[src/rtl/horner_eval.sv]
// horner_eval: Horner's-rule polynomial evaluator that drives an external coefficient mux, using signed fixed point with saturation.
module horner_eval #(
    parameter int NCOEF   = 11,
    parameter int WIDTH   = 32,
    parameter int FRAC    = 16,
    parameter int MUX_LAT = 1
) (
    input  logic             Clock,
    input  logic             GlobalReset,
    input  logic             srdyi_i,
    input  logic [WIDTH-1:0] x_i,
    input  logic [WIDTH-1:0] coeff,
    output logic [3:0]       coeff_select,
    output logic             busy_o,
    output logic [WIDTH-1:0] y_o,
    output logic             srdyo_o,
    output logic             ovf_o
);
    localparam int FIRST = MUX_LAT + 1;
    localparam int LAST  = NCOEF + MUX_LAT;
    localparam int CW    = $clog2(LAST + 1);
    localparam logic [WIDTH-1:0] SMAX = {1'b0, {(WIDTH-1){1'b1}}};
    localparam logic [WIDTH-1:0] SMIN = {1'b1, {(WIDTH-1){1'b0}}};
    typedef enum logic {IDLE, RUN} state_t;
    state_t state;
    logic [CW-1:0] step;
    logic [WIDTH-1:0] acc, x_r;
    logic ovf_r;
    logic signed [2*WIDTH-1:0] prod, shifted;
    logic [WIDTH-1:0] scaled, nxt;
    logic [WIDTH:0] sum;
    logic sat_m, sat_a;
    // Product is kept at full width so the shift sees every bit before saturation.
    always_comb begin
        prod    = $signed({{WIDTH{acc[WIDTH-1]}}, acc}) * $signed({{WIDTH{x_r[WIDTH-1]}}, x_r});
        shifted = prod >>> FRAC;
        sat_m   = !(&shifted[2*WIDTH-1:WIDTH-1] || ~|shifted[2*WIDTH-1:WIDTH-1]);
        scaled  = sat_m ? (shifted[2*WIDTH-1] ? SMIN : SMAX) : shifted[WIDTH-1:0];
        sum     = {scaled[WIDTH-1], scaled} + {coeff[WIDTH-1], coeff};
        sat_a   = sum[WIDTH] != sum[WIDTH-1];
        nxt     = sat_a ? (sum[WIDTH] ? SMIN : SMAX) : sum[WIDTH-1:0];
    end
    always_ff @(posedge Clock) begin
        if (GlobalReset) begin
            state        <= IDLE;
            step         <= '0;
            acc          <= '0;
            x_r          <= '0;
            ovf_r        <= 1'b0;
            coeff_select <= '0;
            busy_o       <= 1'b0;
            y_o          <= '0;
            srdyo_o      <= 1'b0;
            ovf_o        <= 1'b0;
        end else begin
            srdyo_o <= 1'b0;
            if (state == IDLE) begin
                if (srdyi_i) begin
                    x_r          <= x_i;
                    coeff_select <= 4'(NCOEF - 1);
                    step         <= CW'(1);
                    ovf_r        <= 1'b0;
                    busy_o       <= 1'b1;
                    state        <= RUN;
                end
            end else begin
                coeff_select <= (coeff_select == 4'd0) ? 4'd0 : coeff_select - 4'd1;
                step         <= step + CW'(1);
                // step numbers the current edge relative to acceptance (edge 0).
                if (step >= CW'(FIRST)) begin
                    acc   <= (step == CW'(FIRST)) ? coeff : nxt;
                    ovf_r <= ovf_r | ((step > CW'(FIRST)) & (sat_m | sat_a));
                end
                if (step == CW'(LAST)) begin
                    y_o     <= nxt;
                    ovf_o   <= ovf_r | sat_m | sat_a;
                    srdyo_o <= 1'b1;
                    busy_o  <= 1'b0;
                    state   <= IDLE;
                end
            end
        end
    end
endmodule

[config.mk]
export PLATFORM = sky130hd
export DESIGN_NAME = horner_eval
export DESIGN_NICKNAME = d
export VERILOG_FILES = /design/src/rtl/horner_eval.sv
export SDC_FILE = /design/constraint.sdc
export NUM_CORES = 2
export LEC_CHECK = 0
export ABC_AREA = 1
export CAP_MARGIN = 20
export CORE_ASPECT_RATIO = 1.75
export CORE_MARGIN = 2
export CORE_UTILIZATION = 25
export CTS_CLUSTER_DIAMETER = 50
export DETAILED_ROUTE_END_ITERATION = 7
export SLEW_MARGIN = 20
export SYNTH_ARGS = -nofsm -noshare
export SYNTH_HDL_FRONTEND = slang
export SYNTH_SLANG_ARGS = --single-unit
[constraint.sdc]
create_clock -name Clock -period 9.6 [get_ports Clock]
set_input_delay 1.92 -clock Clock [delete_from_list [all_inputs] [get_ports Clock]]
set_output_delay 1.92 -clock Clock [all_outputs]
set_load 0.02 [all_outputs]
# Word level (Yosys, flattened, before mapping)
# Index checks and enable logic that the tools add are counted.
dict set report totals {
  mem_count 0
  wordCells 60
  latchBits 0
  input_bits 67
  ramBits 0
  romBits 0
  reg_bits 109
  out_inout_bits 39
}
dict set report op_classes {
  eq_ne 5
  addsub 3
  n_mul 1
  n_reduce_logical 13
  mux 20
  order_cmp 2
  n_bitwise 6
  n_div 0
  n_shift 0
}
# operator count
set ops {}
lappend ops {{two-way mux 32 bit} 5}
lappend ops {{multiplier 32 x 32 -> 64 bit} 1}
lappend ops {{adder 32 x 32 -> 33 bit} 1}
lappend ops {{two-way mux 4 bit} 5}
lappend ops {{AND reduction 17 bit} 1}
lappend ops {{OR reduction 17 bit} 1}
lappend ops {{two-way mux 1 bit} 10}
lappend ops {{AND reduction 2 bit} 5}
lappend ops {{adder 4 x 1 -> 4 bit, second input constant} 1}
lappend ops {{== test 4 x 2 -> 1 bit, second input constant} 1}
lappend ops {{== test 4 bit, second input constant} 1}
lappend ops {{>= comparator 4 x 2 -> 1 bit, second input constant} 1}
lappend ops {{greater-than comparator 4 x 2 -> 1 bit, second input constant} 1}
lappend ops {{logical NOT 4 bit} 1}
lappend ops {{inequality test 2 x 1 -> 1 bit, second input constant} 2}
lappend ops {{bitwise OR 1 bit} 4}
lappend ops {{subtractor 4 x 1 -> 4 bit, second input constant} 1}
lappend ops {{logical NOT 1 bit} 2}
lappend ops {{nonzero test 2 bit} 1}
lappend ops {{OR reduction 2 bit} 1}
lappend ops {{AND 1 bit} 1}
lappend ops {{logical OR 1 bit} 1}
lappend ops {{inequality test 1 bit} 1}
lappend ops {{inverter 1 bit} 1}

# Depth between registers and ports, before layout
dict set report depth {
  ltp_word 12
  ltp_mapped 60
  depth_no_buf 56
}

# Worst setup path after synthesis
# Ideal clock, no wire load.
dict set report synth_path {
  path_kind {register -> register}
  from {reg acc[31]}
  to {reg acc[13]}
  required_time_ps 9468
  path_slack_ps -609
  setup_time_ps 132
  synth_period_minus_slack_ps 10209
  n_path_buf 4
  stages_incl_launch_ff 56
  arrival_ps 10077
  cell_sequence {dfxtp_1 clkbuf_1 clkbuf_1 nand2_1 inv_1 fa_1 fa_1 fa_1 inv_1 fa_1 inv_1 fa_1 fa_1 inv_1 fa_1 fa_1 inv_1 ha_1 [20 not listed] fa_1 nand3_1 nand3_1 a21oi_1 o21bai_2 a21oi_1 inv_1 nand4_1 nand2_1 nand2_1 nand2_1 inv_1 nand2_2 buf_4 nand2_1 nand2_1 o21ai_0 a21oi_1}
}
dict set report synth_via {
  elab_chain_cells 9
  word_cells_on_any_way 12
  cone_classes {add/sub (1); mul (1); eq/ne (1); mux (5); reduce/logical (4)}
}
# item line
set synth_lines {}
lappend synth_lines {{start: declaration} 27} ;# logic [WIDTH-1:0] acc, x_r;
lappend synth_lines {{start signal: assignment} 71} ;# acc <= (step == CW'(FIRST)) ? coeff : nxt;
lappend synth_lines {{multiplier 32 x 32 -> 64 bit (*)} 35} ;# prod = $signed({{WIDTH{acc[WIDTH-1]}}, acc}) * $signed({{WIDTH{x_r[WIDTH-1]}}, x_r});
lappend synth_lines {{OR reduction 17 bit} 37} ;# sat_m = !(&shifted[2*WIDTH-1:WIDTH-1] || ~|shifted[2*WIDTH-1:WIDTH-1]);
lappend synth_lines {{logical NOT 1 bit} 37}
lappend synth_lines {{logical OR 1 bit} 37}
lappend synth_lines {{two-way mux 32 bit (*)} 38} ;# scaled = sat_m ? (shifted[2*WIDTH-1] ? SMIN : SMAX) : shifted[WIDTH-1:0];
lappend synth_lines {{adder 32 x 32 -> 33 bit (*)} 39} ;# sum = {scaled[WIDTH-1], scaled} + {coeff[WIDTH-1], coeff};
lappend synth_lines {{two-way mux 32 bit / inequality test 1 bit (equally long branches)} {41, 40}}
lappend synth_lines {{two-way mux 32 bit (*)} 41} ;# nxt = sat_a ? (sum[WIDTH] ? SMIN : SMAX) : sum[WIDTH-1:0];
lappend synth_lines {{two-way mux 32 bit (*)} 71}
# Mark *: on every way between the ends. The rest lies on a longest branch, timed or not.
# A chain may end at the register's enable or synchronous reset.

# Final worst setup path
dict set report layout_path {
  from {reg acc[31]}
  to {reg acc[12]}
}
# Same word-level chain as after synthesis.

==> flow_summary.ini <==
[floorplanning]
core_mm2 = 0.179
die_w_um = 325
rows = 206
die_y_um = 565
pin_count = 106
die-area_mm2 = 0.184
start_util_pct = 25.1

[sta]
layout_setup_ws_ps = -494
skew_ps = 26.7
whs_ps = 456
drv_slew = 0
slew_headroom_pct = 39.5
worstMarginPinSlew_ps = 908
setup_viol = 66
rsz0062_at_grt = yes
hold_viol = 0
fin_crit_sh_pct = 105
min_period_ps = 10090
max_freq_mhz = 99.1

[placed_design]
routabilityCongestion = 0.953
place.port_buffers = 105
dp_hpwl_mm = 144

[synthesis]
yosysSeqAreaShare_pct = 4.85
synth_top_area_share_pct = 48.1
synth_enable_flop_cells = 0
ys_ff_latch = 109
synth.net_count = 7320
synthArstFlopShare_pct = 0
synthCells = 5956
syn_area_mm2 = 0.0450
ys_types = 42
yosys.area.top_type = fa_1
ys_warn_count = 0
syn_avg_cell_area_um2 = 7.55
synth_top_flop_cell = dfxtp_1
synth.top_cells.by_area = fa_1 (48%), nand2_1 (14%), inv_1 (14%)

[pwr]
p_leak_nw = 32.5
vdd_drop_max_mv = 0.169
powerDensity_mw_per_mm2 = 153
finalPower_mw = 8.79

[detailed_routing]
dr.pass1.iters = 7
via_per_inst = 4.38
drc_errors = 0
totalWireLength_mm = 165
via_count = 39500
drt_iter0_markers = 1867
post_drt_wl_per_cell_um = 18.3
antenna_left = 0

[finish]
layout_commonest_cell = inv_1
fillers = 19100
final_nets = 7973
drive_gt1_share_pct = 19.4
synthToLayoutAreaGrowth_pct = 28.1
most-common-layout-cells = inv_1 (1630), nand2_1 (1580), fa_1 (1061)

[clock_network]
cts.sinks = 109
h-tree-depth = 3
cts.path.max_buffers = 2
numCtsBuffers = 9
root_buffer = clkbuf_16
path_clk_slew_ps = 90
clkLatencyLatePin_ps = 430
cts_tree = yes
hold_buffers = 0

[worst_setup_path]
cp_top_family = adder cells
setup.worst_path.end_class = register
cp_max_fo = 11
cp.buffers_inverters = 13
setup.worst_path.class = register to register
crit_start = acc[31]
cp_common_cell = nand2_1
critPathLaunchType = register
worstPathRequired_ps = 9890
crit_arrival_ps = 10380
crit_slowest_cell = fa_2
rr_startpoint = acc[31]
cpPeakStageDelay_ps = 640

[hold_path]
holdCritStartpoint = ovf_r
min_path_type = register to register

[grt]
grt_start_max_net_pins = 65
antenna_found_initial = 2
overflow = 0
grt_pass1_vias = 44000
grt_first_pass_wirelength_mm = 250
grt.total_usage_pct = 18.0

[run]
drv_cap = 0

[run_status]
failed_checks = negative setup slack
status = finished with violations
[cell families (layout without fill, tap and decap cells)]
group	Yosys count	in the layout	share of synthesized area, %
AND/OR/NAND/NOR	2179	2179	19.0
buffers and inverters	1974	2632	16.6
adder cells (fa/ha/maj)	1297	1297	54.1
AO/OA/AOI/OAI	331	331	4.19
flip-flops	109	109	4.85
XOR/XNOR	66	66	1.28
other	0	1	0
[final timing paths]
path | end | slack (ps) | depth (start not counted)
setup / recovery | acc[12] | -490 | 56
hold / removal | ovf_r | 460 | 2
setup reg to reg | acc[12] | -490 | 56
hold reg to reg | ovf_r | 460 | 2
[where the power goes]
group	internal (mW)	switching [mW]
registers	0.480	0.0278
logic	3.59	4.26
clock network	0.189	0.253
total	4.26	4.54
[routing by layer]
metal  wire (um)  GRT usage (%)  vias to the layer above
li1            -              -                    18000
met1       49800           15.7                    19900
met2       94400           37.0                      991
met3        4170           1.27                      517
met4       16300           14.6                        2
met5          18              0                        -
[state kept, by name (all words and copies together) (netlist names), 4 cells and up]
signal	cells
acc	32
x_r	32
step	4
y_o	32
coeff_select	4
[repair_timing]
item,CTS,global route
pin swaps,64,77
gates cloned,2,7
setup endpoints to repair,66,66
gates resized for setup,278,187
setup buffers,31,17
[cell type report]
cell class	count	area, um^2	share of cell area (%)
diodes	1	2.50	0.00434
clock inverters	7	83.8	0.145
clock buffers	9	225	0.391
repair buffers	942	8730	15.1
inverters	1674	6300	10.9
flip-flops and latches	109	2190	3.80
multi-input cells	3873	37100	64.4
well taps	2392	2990	5.19
[worst reg2reg max path: cells and delay by family (launching register included)]
| family | cells | cell delay [ps] |
|---|---|---|
| buffers and inverters | 13 | 1370 |
| flip-flops | 1 | 360 |
| adder cells (fa/ha/maj) | 10 | 4950 |
| AND/OR/NAND/NOR | 28 | 2590 |
| AO/OA/AOI/OAI | 5 | 690 |
[synth_stat cells (all sizes together), types with 12 or more instances]
master,instances
and3,12
fa,1082
a21oi,180
xor2,29
ha,215
o21ai,108
xnor2,37
o21bai,15
nor3,20
nand3,104
nand2,1707
inv,1670
nor2,304
dfxtp,109
clkbuf,287
buf,13
nand4,12
[per-stage QoR]
step | TNS, ps | area [um^2] | instances | utilization (%) | worst slack (ps)
after floorplan | -64.1 | 45100 | 5956 | - | -10.7
after global placement | -47110 | 54900 | 8938 | 30.6 | -857
after detailed placement | -53440 | 54900 | 8938 | 30.6 | -878
after CTS | -15830 | 56700 | 8984 | 31.6 | -303
after global routing | -56120 | 57600 | 9007 | 32.1 | -923
final | -28570 | 57600 | 9007 | 32.1 | -494
No activity file was read; power rests on OpenSTA's default activity.
